### src/rtl/rs_232_in.sv
// 8N2 asynchronous serial receiver: oversampled start/data/stop recovery
// with a ready/ack output register, framing-error and overrun flags.
module rs_232_in #(
  parameter int unsigned OVERSAMPLE  = 16,
  parameter int unsigned SYNC_STAGES = 2
) (
  input  logic       clock,
  input  logic       reset,
  input  logic       enable,
  input  logic       shiftin,
  input  logic       ack,
  output logic [7:0] data_out,
  output logic       data_ready,
  output logic       frame_error,
  output logic       overrun,
  output logic       busy
);

  localparam int unsigned TICK_W = $clog2(OVERSAMPLE);
  localparam int unsigned BIT_W  = 3;
  localparam int unsigned DATA_W = 8;

  localparam logic [TICK_W-1:0] HALF_LAST = TICK_W'(OVERSAMPLE / 2 - 1);
  localparam logic [TICK_W-1:0] FULL_LAST = TICK_W'(OVERSAMPLE - 1);
  localparam logic [BIT_W-1:0]  LAST_BIT  = BIT_W'(DATA_W - 1);

  typedef enum logic [2:0] {
    S_IDLE,
    S_START,
    S_DATA,
    S_STOP,
    S_BREAK
  } state_t;

  state_t              state_q, state_d;
  logic [SYNC_STAGES-1:0] sync_q;
  logic [TICK_W-1:0]   tick_q, tick_d;
  logic [BIT_W-1:0]    bit_q, bit_d;
  logic [DATA_W-1:0]   shreg_q, shreg_d;
  logic [DATA_W-1:0]   data_q, data_d;
  logic                ready_q, ready_d;
  logic                ferr_q, ferr_d;
  logic                ovr_q, ovr_d;
  logic                busy_q, busy_d;
  logic                commit_c;
  logic                rx;

  assign rx = sync_q[SYNC_STAGES-1];

  // Line synchronizer; idles high so reset never looks like a start bit
  always_ff @(posedge clock or posedge reset) begin
    if (reset) begin
      sync_q <= '1;
    end else begin
      sync_q <= {sync_q[SYNC_STAGES-2:0], shiftin};
    end
  end

  // State and datapath registers
  always_ff @(posedge clock or posedge reset) begin
    if (reset) begin
      state_q <= S_IDLE;
      tick_q  <= '0;
      bit_q   <= '0;
      shreg_q <= '0;
      data_q  <= '0;
      ready_q <= 1'b0;
      ferr_q  <= 1'b0;
      ovr_q   <= 1'b0;
      busy_q  <= 1'b0;
    end else begin
      state_q <= state_d;
      tick_q  <= tick_d;
      bit_q   <= bit_d;
      shreg_q <= shreg_d;
      data_q  <= data_d;
      ready_q <= ready_d;
      ferr_q  <= ferr_d;
      ovr_q   <= ovr_d;
      busy_q  <= busy_d;
    end
  end

  // Next-state: frame sequencing, sampling at mid-bit
  always_comb begin
    state_d  = state_q;
    tick_d   = tick_q;
    bit_d    = bit_q;
    shreg_d  = shreg_q;
    commit_c = 1'b0;

    case (state_q)
      S_IDLE: begin
        tick_d = '0;
        if (!rx) begin
          state_d = S_START;
        end
      end
      S_START: begin
        if (tick_q == HALF_LAST) begin
          tick_d  = '0;
          bit_d   = '0;
          state_d = rx ? S_IDLE : S_DATA;
        end else begin
          tick_d = tick_q + TICK_W'(1);
        end
      end
      S_DATA: begin
        if (tick_q == FULL_LAST) begin
          tick_d  = '0;
          shreg_d = {rx, shreg_q[DATA_W-1:1]};
          if (bit_q == LAST_BIT) begin
            state_d = S_STOP;
          end else begin
            bit_d = bit_q + BIT_W'(1);
          end
        end else begin
          tick_d = tick_q + TICK_W'(1);
        end
      end
      S_STOP: begin
        if (tick_q == FULL_LAST) begin
          tick_d   = '0;
          commit_c = 1'b1;
          state_d  = rx ? S_IDLE : S_BREAK;
        end else begin
          tick_d = tick_q + TICK_W'(1);
        end
      end
      S_BREAK: begin
        if (rx) begin
          state_d = S_IDLE;
        end
      end
      default: begin
        state_d = S_IDLE;
      end
    endcase

    // Disabling abandons any partial frame, including one at its commit point
    if (!enable) begin
      state_d  = S_IDLE;
      tick_d   = '0;
      bit_d    = '0;
      commit_c = 1'b0;
    end
  end

  // Output register and host handshake
  always_comb begin
    data_d  = data_q;
    ready_d = ready_q;
    ferr_d  = ferr_q;
    ovr_d   = ovr_q;
    busy_d  = (state_d != S_IDLE);

    if (commit_c) begin
      data_d  = shreg_q;
      ferr_d  = ~rx;
      ready_d = 1'b1;
      ovr_d   = ack ? 1'b0 : (ovr_q | ready_q);
    end else if (ack) begin
      ready_d = 1'b0;
      ovr_d   = 1'b0;
    end
  end

  assign data_out    = data_q;
  assign data_ready  = ready_q;
  assign frame_error = ferr_q;
  assign overrun     = ovr_q;
  assign busy        = busy_q;

endmodule

### config.mk
export PLATFORM = sky130hd
export DESIGN_NAME = rs_232_in
export DESIGN_NICKNAME = d
export VERILOG_FILES = /design/src/rtl/rs_232_in.sv
export SDC_FILE = /design/constraint.sdc
export NUM_CORES = 1
export LEC_CHECK = 0
export BUFFER_PORTS_ARGS = -buffer_cell sky130_fd_sc_hd__buf_2
export CORE_UTILIZATION = 50
export DETAILED_ROUTE_END_ITERATION = 10
export GPL_TIMING_DRIVEN = 0
export HOLD_SLACK_MARGIN = 0.15
export PLACE_DENSITY = 0.82
export SLEW_MARGIN = 30
export SYNTH_ARGS = -nofsm -noshare
export SYNTH_HDL_FRONTEND = slang
export SYNTH_SLANG_ARGS = --single-unit
export TNS_END_PERCENT = 30
### constraint.sdc
create_clock -name clock -period 3.2 [get_ports clock]
set_clock_uncertainty 0.1 [all_clocks]
set_input_delay 0 -clock clock [delete_from_list [all_inputs] [get_ports clock]]
set_output_delay 0 -clock clock [all_outputs]
set_load 0.1 [all_outputs]
# [After elaboration in Yosys (flattened, before gate mapping)]
# Index checks and enable logic that the tools add are counted.
[word_totals] output_inout_bits=12 reg_bits=32 wordCells=58 in_bits=5
[op_classes] muxes=26 n_eq_ne=12 n_reduce_logical=6 n_bitwise=2 add_sub_neg=2
[op_table] cell="two-way mux 3 bit" count=12
[op_table] cell="case mux 3 bit (5 select lines)" count=1
[op_table] cell="two-way mux 4 bit" count=3
[op_table] cell="case mux 4 bit (3 select lines)" count=1
[op_table] cell="inequality test 3 bit (second input constant)" count=3
[op_table] cell="two-way mux 1 bit" count=7
[op_table] cell="== test 3 x 2 -> 1 bit (second input constant)" count=2
[op_table] cell="== test 3 bit (second input constant)" count=2
[op_table] cell="case mux 3 bit (2 select lines)" count=1
[op_table] cell="adder 4 x 1 -> 4 bit (second input constant)" count=1
[op_table] cell="== test 4 x 3 -> 1 bit (second input constant)" count=1
[op_table] cell="== test 4 bit (second input constant)" count=1
[op_table] cell="inequality test 4 x 2 -> 1 bit (second input constant)" count=1
[op_table] cell="AND reduction 4 bit" count=1
[op_table] cell="adder 3 x 1 -> 3 bit (second input constant)" count=1
[op_table] cell="== test 3 x 1 -> 1 bit (second input constant)" count=1
[op_table] cell="logical NOT 3 bit" count=1
[op_table] cell="inequality test 3 x 1 -> 1 bit (second input constant)" count=1
[op_table] cell="nonzero test 3 bit" count=1
[op_table] cell="two-way mux 2 bit" count=1
[op_table] cell="AND reduction 2 bit" count=1
[op_table] cell="nonzero test 2 bit" count=1
[op_table] cell="OR reduction 2 bit" count=1
[op_table] cell="inverter 1 bit" count=1
[op_table] cell="OR 1 bit" count=1

# [Depth between registers and ports, before layout]
# Gate-level depths: netlist of run 1.
[logic_depth] word_depth=6 ltp_mapped=6 depth_no_buf=6

# [Worst setup path before layout of run 1]
# OpenSTA, ideal clock, no wires.
[synth_path] kind="register to register" from="register bit_q[0]" to="register bit_q[2]" synth_period_minus_slack_ns=1.899 setup_ns=0.078 required_time_ns=3.022 path_stages_with_launch=6 slack_ns=1.301 n_path_buf=0 t_arrival_ns=1.721 cell_sequence="dfrtp_1 ha_1 ha_1 clkinv_16 or4_1 a21oi_1"
[synth_via] elab_chain_cells=5 elab_cells_between_ends=8 classes_between="add/sub: 1; eq/ne: 2; mux: 4; reduce/logical: 1"
[synth_rtl] item="start: declaration" line_no="38" source="logic [BIT_W-1:0] bit_q, bit_d;"
[synth_rtl] item="start signal: assignment" line_no="74" source="bit_q <= bit_d;"
[synth_rtl] item="adder 3 x 1 -> 3 bit" line_no="115" source="bit_d = bit_q + BIT_W'(1);"
[synth_rtl] item="two-way mux 3 bit" line_no="112" source="if (bit_q == LAST_BIT) begin"
[synth_rtl] item="two-way mux 3 bit" line_no="109" source="if (tick_q == FULL_LAST) begin"
[synth_rtl] item="case mux 3 bit (2 select lines)" line_no="92" source="case (state_q)"
[synth_rtl] item="two-way mux 3 bit" line_no="141" source="if (!enable) begin"
# Several ways; a longest one is shown, not always the timed one. The select of a mux whose other input is x is not followed.
# A chain may end at the register's enable or synchronous reset.

# [Worst setup path in the final report of run 1]
[layout_path] from="register bit_q[0]" to="register bit_q[1]"
# Same word-level chain as after synthesis.

==> results of run 1 <==
per-layer routing:
layer  global-route usage  share of wire
met1                0.240           0.42
met2                0.311           0.52
met3               0.0507          0.042
met4                0.105          0.023
met5                    0              0
worst max-delay path: cells and delay by family, from the launching register on:
kind / cells / cell delay (ps)
compound gates: 2 / 380
fa+ha+maj: 2 / 410
flops: 1 / 410
simple gates: 2 / 740
power by group through the flow:
stage / Clock (mW) / Sequential, mW / Combinational [mW]
after floorplan: 0 / 0.432 / 0.0241
after global placement: 0 / 0.422 / 0.0444
after detailed placement: 0 / 0.422 / 0.0459
after CTS: 0.308 / 0.415 / 0.0498
after global routing: 0.322 / 0.415 / 0.0547
final: 0.296 / 0.414 / 0.0494
what timing repair did:
action	CTS	global route
gates resized for setup	0	0
hold buffers	4	0
endpoints found under the hold margin	46	0
buffers inserted	0	0
cells in the mapped netlist, types with 2 or more instances:
cell type and n:
a21oi_1 6, a31oi_1 2, buf_2 3, buf_4 2, clkinv_16 2, dfrtp_1 30
dfstp_2 2, ha_1 3, inv_1 5, mux2_1 16, mux2i_1 2, nand2_1 5
nand2b_1 2, nand3_1 3, nor2_1 5, nor3b_1 2, o2111ai_1 2, or4_1 5
state kept, by name, indices dropped and copies added (netlist names):
name         count
tick_q           4
frame_error      1
data_out         8
state_q          3
busy             1
data_ready       1
sync_q           2
overrun          1
bit_q            3
shreg_q          8
cells in the final DEF (no fill, tap or decap), types with 2 or more instances in the layout:
master,synthesis,final
dfrtp_1,30,30
buf_2,3,19
mux2_1,16,16
a21oi_1,6,6
or4_1,5,5
nand2_1,5,5
nor2_1,5,5
clkbuf_4,0,5
inv_1,5,4
dlygate4sd3_1,0,4
nand3_1,3,3
ha_1,3,3
buf_4,2,2
nand2b_1,2,2
clkinv_16,2,2
mux2i_1,2,2
nor3b_1,2,2
o2111ai_1,2,2
a31oi_1,2,2
dfstp_2,2,2
layout make-up:
class	count	share of cell area
flip-flops and latches	32	0.465
multi-input cells	70	0.329
plain buffers	6	0.0239
well taps	31	0.0225
inverters	7	0.0457
clock inverters	2	0.0203
clock buffers	6	0.0239
repair buffers	20	0.0696
metrics by stage:
step	util	hold slack (ps)
2_1_floorplan	-	-95.5
3_3_place_gp	0.579	7.32
3_5_place_dp	0.579	12.4
4_1_cts	0.621	195
5_1_grt	0.621	204
6_report	0.621	194
path summary, 6_finish.rpt:
kind | from | endpoint
min in group clock | shiftin | sync_q[0]
min | reset | data_out[2]
min reg2reg | sync_q[0] | sync_q[1]
max reg2reg | bit_q[0] | bit_q[1]
max | bit_q[0] | bit_q[1]
max in group asynchronous | reset | tick_q[3]
cells by family (layout without fill, tap and decap cells):
kind of cell	after synthesis	count (layout)
fa+ha+maj	3	3
compound gates	17	17
xor+xnor	1	1
simple gates	31	31
mux	18	18
flops	32	32
buf+inv	13	41
==> impl_results.md, run 1 <==
- Outcome: complete, no violations
- Synth Area in XOR/XNOR: 0.00587
- Place WS: 1170 ps
- I/O Pins: 17
- Period utilization: 0.662
- Worst vdd ir: 0.349 mV
- Routability cong.: 0.929
- Clk sinks: 32
- RSZ-0062 raised after global routing: false
- Max-slew violations: 0
- CP Class: reg2reg
- Tot Pwr: 0.760 mW
- First-pass GRT wire length: about 4700 microns
- FP Rows: 19
- Cells after Synth: 115
- All-layer global routing usage: 0.194
- Synth warnings: 0
- Final nets: 150
- Mapped Avg Cell Area: 13.0 sq um
- Startpoint types: flip-flop
- Worst skew pair latency: approximately 330 ps
- Final hold viol count: 0
- PnR worst setup slack: 1080 ps
- Routed wire length: 2630 microns
- Leakage power: roughly 0.89 nW
- Synth top area cells: dfrtp_1, mux2_1, clkinv_16
- DP Area: about 0.0016 sq mm
- DIE WIDTH: 56.6 microns
- Worst slew pin tran: roughly 650 ps
- Vias: 1001
- Placeable Area: 0.00278 sq mm
- Max stage delay on crit path: 460 ps
- Cell Int Power: around 0.59 mW
- Hold Crit Class: in2async
- Vias in the first global route: 1029
- Worst R2R Setup Slack: 1080 ps
- Critical-path cell list: ha_1 > ha_1 > and4bb_1 > o2111ai_2 > or4_1 > a21oi_1
- Largest family of logic cells by synthesized area: multiplexers
- Slew margin rel.: 0.565
- Fill cell count: approximately 210
- Register-to-Register Path Depth: 6
- Mux cell area share after synthesis: 0.134
- Post-synthesis sequential area ratio: 0.539
- Antenna viol nets, final: 0
- Fin area: 0.00173 sq mm
- Area leader, netlist: dfrtp_1
- Post-synth ARST share: 1.00
- MaxCap Viol Count: 0
- Sequential power share: 0.546
- Area share of and/or/nand/nor cells after synthesis: 0.131
- Yosys cell types: 36
- Area grow syn2layout: 15.8%
- Worst-path clk slew: 100 ps
- Tmin final: around 2100 ps
- Clk pwr share: 0.389
- GRT Residual Overflow: 0
- Area taken by flip-flops and latches: 803 sq um
- Synth top area share: 0.503
- Initial DRC Count: 26
- Largest net degree at the start of global routing: 33
- Total die area: around 0.0032 sq mm
- Max Fclk: 0.472 GHz
- Post-DP HPWL: 1740 microns
- Residual DRC: 0
- Final setup fails: 0
- Clock root cell: clkbuf_4
- Required @ worst endpoint: 3350 ps
- Adder-cell share of the synthesized area: 0.0252
- WL/cell: 15.1 microns
- Yosys reg bits: 32
- Area occupied by multi-input gates: roughly 570 sq um
- Power per cell area: 440 mW/mm^2
- CP arrival: 2270 ps
- Crit-path slowest cell: or4_1
- CP Capture Type: flip-flop
- Worst Path Max Fanout: 6
- Crit path top cell by count: ha_1
- Synth Area in Compound Gates: 0.0847
- Max Root-Sink Buffers: 2
- Initial Util: 0.536
- Initial DRT Pass Iterations: 4
- Sw frac: 0.224
- Final setup TNS: 0 ps
- Post-synth EDFFs: 0
- Sw Pwr: 0.170 mW
- Initial antenna violation count: 0
- Die height: around 57 microns
- Post-route insts no fill: 174
- CTS tree: yes
- Main synth FF type: dfrtp_1
- Post-Synthesis Net Count: 123
- Dpl cells: 162
- Logic pwr share: 0.065
- Number of CTS-inserted buffers: 5
- Vias per cell: 5.75
- I/O Buffers: 16
- Layout cell share with drive strength beyond 1: 0.252
- CTS H-tree depth: 2
- Diode count: 0
- Netlist Area Pre-Place: 0.00149 sq mm
Note: power is estimated with default switching activity, not from simulation.
==> run 2, diff against run 1 <==
==> constraint.sdc (replaced) <==
create_clock -name clock -period 2 [get_ports clock]
set_clock_uncertainty 0.1 [all_clocks]
set_input_delay 0 -clock clock [delete_from_list [all_inputs] [get_ports clock]]
set_output_delay 0 -clock clock [all_outputs]
set_load 0.1 [all_outputs]
==> run 2 against run 1 <==
Combinational power rose by 64%. Sequential power rose by 60%. Wire length rose by 2.5%. Design area rose by 3.7%. Total power rose by 60%. Utilization rose by 2.3 points. Via count fell by 0.30%. Fmax rose by 7.6%. Clock-buffer cell count did not move. Final cell count rose by 1.7%. Largest cell class unchanged.
==> impl_results.md, run 2 (same netlist as run 1, synthesis figures left out) <==
- CTS tree: yes
- Startpoint types: flip-flop
- First-pass GRT wire length: 4660 microns (-0.30%)
- Sequential power share: 0.546 (about the same)
- Vias per cell: 5.64 (-2.0%)
- Post-DP HPWL: 1740 microns (unchanged)
- Routability cong.: 0.929 (unchanged)
- Hold Worst Slack: 201 ps (+7.57 ps)
- Initial antenna violation count: 0 (unchanged)
- Max Fclk: 0.507 GHz (+7.6%)
- Initial DRC Count: 22 (-15%)
- Tmin final: 1970 ps (-149 ps)
- Fill cell count: 209 (-0.95%)
- Cell Int Power: 0.944 mW (+60%)
- Max Root-Sink Buffers: 2 (unchanged)
- Number of CTS-inserted buffers: 5 (unchanged)
- Final setup fails: 0 (unchanged)
- Final setup TNS: 0 ps (unchanged)
- I/O Buffers: 16 (unchanged)
- MaxCap Viol Count: 0 (unchanged)
- Diode count: 0 (unchanged)
- Hold Crit Class: in2async
- CP Class: reg2reg
- I/O Pins: 17 (unchanged)
- Largest net degree at the start of global routing: 33 (unchanged)
- Vias: 998 (-0.30%)
- Period utilization: 0.986 (+0.323)
- RSZ-0062 raised after global routing: true
- Die height: 56.6 microns (unchanged)
- Routed wire length: 2690 microns (+2.5%)
- Initial DRT Pass Iterations: 4 (unchanged)
- Vias in the first global route: 1012 (-1.7%)
- Final hold viol count: 0 (unchanged)
- Worst-path clk slew: 100 ps (about the same)
- Initial Util: 0.536 (unchanged)
- CP arrival: 2130 ps (-140 ps)
- Commonest non-fill, non-tap cell in the layout: dfrtp_1
- Residual DRC: 0 (unchanged)
- Required @ worst endpoint: 2150 ps (-1200 ps)
- Placeable Area: 0.00278 sq mm (unchanged)
- FP Rows: 19 (unchanged)
- Power per cell area: 678 mW/mm^2 (+54%)
- Worst skew pair latency: 330 ps (about the same)
- WL/cell: 15.2 microns (+0.78%)
- Clock root cell: clkbuf_4
- Total die area: 0.00321 sq mm (unchanged)
- Final nets: 153 (+2.0%)
- Tot Pwr: 1.21 mW (+60%)
- Logic pwr share: 0.067 (+0.002)
- Commonest non-fill, non-tap cells in the layout: dfrtp_1, buf_2, mux2_1
- Worst vdd ir: 0.470 mV (+35%)
- Max-slew violations: 0 (unchanged)
- Worst slew pin tran: 659 ps (+6.58 ps)
- Antenna viol nets, final: 0 (unchanged)
- Layout cell share with drive strength beyond 1: 0.308 (+0.0565)
- Clk pwr share: 0.387 (-0.002)
- All-layer global routing usage: 0.193 (-0.000991)
- DIE WIDTH: 56.6 microns (unchanged)
- Area grow syn2layout: 20.1%
- Sw frac: 0.223 (-0.00124)
- Leakage power: 0.895 nW (+0.88%)
- CTS H-tree depth: 2 (unchanged)
- Worst Path Max Fanout: 6 (unchanged)
- Clk sinks: 32 (unchanged)
- CP Capture Type: flip-flop
- Slew margin rel.: 0.560 (-0.00440)
- Outcome: complete, no violations
- Sw Pwr: 0.270 mW (+59%)
- GRT Residual Overflow: 0 (unchanged)
==> run 2: repair_timing <==
item,4_1_cts,5_1_grt
endpoints found under the setup margin,6,10
hold buffers,4,0
gates resized for setup,4,4
setup buffers,1,2
endpoints found under the hold margin,46,0
pin swaps,2,2
==> run 2: worst paths after layout <==
check,slack [ps],depth (start not counted),end,from
max,30,6,bit_q[1],bit_q[0]
min,200,3,shreg_q[1],reset
max reg2reg,30,6,bit_q[1],bit_q[0]
min reg2reg,260,0,sync_q[1],sync_q[0]
max in group asynchronous,1170,3,tick_q[3],reset
min in group clock,220,2,sync_q[0],shiftin
==> run 2: power by group through the flow <==
| stage | Sequential, mW | Combinational [mW] | Clock, mW |
|---|---|---|---|
| detailed placement | 0.676 | 0.0735 | 0 |
| global placement | 0.675 | 0.0710 | 0 |
| global route | 0.665 | 0.0893 | 0.513 |
| floorplan | 0.691 | 0.0386 | 0 |
| finish | 0.663 | 0.0809 | 0.470 |
| CTS | 0.663 | 0.0813 | 0.492 |
==> run 2: layer usage <==
metal | track usage | vias up | share of wire
met3 | 0.0507 | 5 | 0.029
met1 | 0.243 | 499 | 0.44
met4 | 0.0906 | 0 | 0.016
met5 | 0 | - | 0
met2 | 0.311 | 17 | 0.52
li1 | - | 477 | -
==> run 2: through the flow <==
step           instances  utilization  setup slack [ps]  instance area, sq um
3_3_place_gp         162        0.579              15.0                  1610
5_1_grt              177        0.644             -32.9                  1790
3_5_place_dp         162        0.579             -32.1                  1610
2_1_floorplan        115            -               101                  1490
6_report             177        0.644              28.9                  1790
4_1_cts              175        0.631             -25.5                  1760
==> run 2: final cells by class <==
class                           count  area [sq um]  area share
Buffer                              6          41.3      0.0231
Clock buffer                        6          41.3      0.0231
Clock inverter                      2          35.0      0.0196
Inverter                            7          78.8      0.0440
Multi-Input combinational cell     70           609       0.340
Sequential cell                    32           803       0.449
Tap cell                           31          38.8      0.0217
Timing Repair Buffer               23           143      0.0797
==> run 2: worst max-delay path, cell delays in order (launching register included) <==
cell	delay, ps
dfrtp_1	400
ha_2	200
ha_4	150
and4bb_1	290
o2111ai_4	160
or4_4	450
a21oi_2	150
==> run 3, diff against run 2 <==
--- a/config.mk
+++ b/config.mk
@@ -6,11 +6,13 @@
 export NUM_CORES = 1
 export LEC_CHECK = 0
 export BUFFER_PORTS_ARGS = -buffer_cell sky130_fd_sc_hd__buf_2
-export CORE_UTILIZATION = 50
+export CAP_MARGIN = 5
+export CORE_ASPECT_RATIO = 1.25
+export CORE_UTILIZATION = 56
 export DETAILED_ROUTE_END_ITERATION = 10
 export GPL_TIMING_DRIVEN = 0
 export HOLD_SLACK_MARGIN = 0.15
-export PLACE_DENSITY = 0.82
+export PLACE_DENSITY = 0.89
 export SLEW_MARGIN = 30
 export SYNTH_ARGS = -nofsm -noshare
 export SYNTH_HDL_FRONTEND = slang
==> run 3 against run 2 <==
The run now ends with negative setup slack left. Critical path depth is the same. Combinational power grew 0.6%. Non-clock buffer count fell by 1. Largest power group unchanged. Highest routed layer unchanged.
==> impl_results.md, run 3 (same netlist as run 1, synthesis figures left out) <==
- CP arrival: 2170 ps (+40 ps)
- Final hold viol count: 0 (unchanged)
- Final nets: 152 (-0.65%)
- Slew margin rel.: 0.567 (+0.00678)
- Final setup TNS: -10.2 ps (-10.2 ps)
- DP Area: 0.00161 sq mm (+0.16%)
- Number of CTS-inserted buffers: 5 (unchanged)
- Power per cell area: 631 mW/mm^2 (-6.9%)
- PnR worst setup slack: -10.2 ps (-39.1 ps)
- Met2 Use GR: 0.360 (+0.0491)
- Commonest non-fill, non-tap cells in the layout: dfrtp_1, buf_2, mux2_1
- Max-slew violations: 0 (unchanged)
- CTS tree: yes
- Place WS: -45.4 ps (-13.3 ps)
- Placeable Area: 0.00248 sq mm (-11%)
- Tot Pwr: 1.13 mW (-7.1%)
- All-layer global routing usage: 0.220 (+0.0270)
- Vias: 1022 (+2.4%)
- Worst slew pin tran: 649 ps (-10.2 ps)
- Routability cong.: 0.937 (+0.94%)
- Antenna viol nets, final: 0 (unchanged)
- GRT Residual Overflow: 0 (unchanged)
- Worst skew pair latency: 330 ps (about the same)
- CP Class: reg2reg
- Met3 Use GR: 0.0574 (+0.00671)
- Worst-path clk slew: 100 ps (about the same)
- Vias per cell: 5.74 (+1.8%)
- Initial DRT Pass Iterations: 4 (unchanged)
- GRT busiest layer: met2
- Period utilization: 1.01 (+0.0195)
- Total die area: 0.00288 sq mm (-10%)
- RSZ-0062 raised after global routing: true
- Leakage power: 0.887 nW (-0.87%)
- Commonest non-fill, non-tap cell in the layout: dfrtp_1
- CTS H-tree depth: 2 (unchanged)
- M1 GR Usage: 0.262 (+0.0193)
- Initial DRC Count: 6 (-73%)
- Diode count: 0 (unchanged)
- DIE WIDTH: 48.2 microns (-15%)
- Hold Crit Class: in2async
- Max Fclk: 0.497 GHz (-1.9%)
- WL/cell: 15.1 microns (-0.78%)
- Largest net degree at the start of global routing: 33 (unchanged)
- Worst Path Max Fanout: 5 (-1)
- I/O Pins: 17 (unchanged)
- Fill cell count: 166 (-21%)
- Final setup fails: 1 (+1)
- Tmin final: 2010 ps (+39.1 ps)
- Die height: 59.7 microns (+5.4%)
- I/O Buffers: 16 (unchanged)
- Initial Util: 0.602 (+0.0658)
- Startpoint types: flip-flop
- Vias in the first global route: 1002 (-0.99%)
- Routed wire length: 2690 microns (-0.22%)
- Initial antenna violation count: 0 (unchanged)
- Area grow syn2layout: 19.7%
- Required @ worst endpoint: 2160 ps (about the same)
- Layout cell share with drive strength beyond 1: 0.338 (+0.0297)
- Fin area: 0.00179 sq mm (-0.28%)
- Clk sinks: 32 (unchanged)
- Residual DRC: 0 (unchanged)
- Worst vdd ir: 0.536 mV (+14%)
- FP Rows: 20 (+1)
- First-pass GRT wire length: 4330 microns (-7.2%)
- Max Root-Sink Buffers: 2 (unchanged)
- CP Capture Type: flip-flop
- Post-DP HPWL: 1710 microns (-1.8%)
- Failing checks: negative setup slack
- MaxCap Viol Count: 0 (unchanged)
- Clock root cell: clkbuf_4
- Outcome: complete, but fails checks
[run 3: changes by cell type in the layout (fill, tap and decap cells not counted), moves of 2 or more]
cell     previous run  this run
a21oi_2             1         3
or4_4               1         3
a21oi_1             5         3
or4_1               4         2
[run 3: power by group]
| group | switching (mW) | total [mW] | internal (mW) |
|---|---|---|---|
| combinational | 0.0562 | 0.0814 | 0.0252 |
| sequential | 0.00672 | 0.663 | 0.657 |
| clock | 0.216 | 0.383 | 0.167 |
| total | 0.278 | 1.13 | 0.849 |
[run 3: repair_timing]
action	in CTS	in global routing
setup endpoints to repair	3	10
gates resized for setup	7	5
buffers inserted	1	1
pin swaps	5	3
hold buffers	3	1
hold endpoints to repair	46	10
[run 3: path summary, 6_finish.rpt]
path | cells past startpoint | endpoint | slack [ps] | start
min | 3 | shreg_q[7] | 220 | reset
max reg2reg | 6 | bit_q[2] | -10 | bit_q[0]
min reg2reg | 0 | sync_q[1] | 260 | sync_q[0]
min in group clock | 2 | sync_q[0] | 220 | shiftin
max | 6 | bit_q[2] | -10 | bit_q[0]
max in group asynchronous | 3 | state_q[2] | 1160 | reset
[run 3: metal layers]
| layer | wire [microns] | part of all wire |
|---|---|---|
| met1 | 1130 | 0.42 |
| met2 | 1420 | 0.53 |
| met3 | 97 | 0.036 |
| met4 | 43 | 0.016 |
| met5 | 0 | 0 |
[run 3: cell type report]
cell class	instances	area, sq um	area share
buffer	6	41.3	0.0231
clock buffer	6	51.3	0.0287
clock inverter	2	10.0	0.00561
inverter	7	78.8	0.0441
multi-input combinational	70	624	0.350
sequential	32	803	0.450
tap	33	41.3	0.0231
timing repair buffer	22	135	0.0757
[run 3: critical path: stages, from the launching register on]
cell and delay (ps):
dfrtp_1 410, ha_2 200, ha_4 160, and4bb_1 310, o2111ai_4 170, or4_4 440, a21oi_2 150
[run 3: stage by stage]
stage	cells	utilization	hold slack, ps
after floorplan	115	-	-95.5
after global placement	164	0.651	4.79
after detailed placement	164	0.651	6.32
after CTS	176	0.706	-136
after global routing	178	0.721	213
final	178	0.721	215
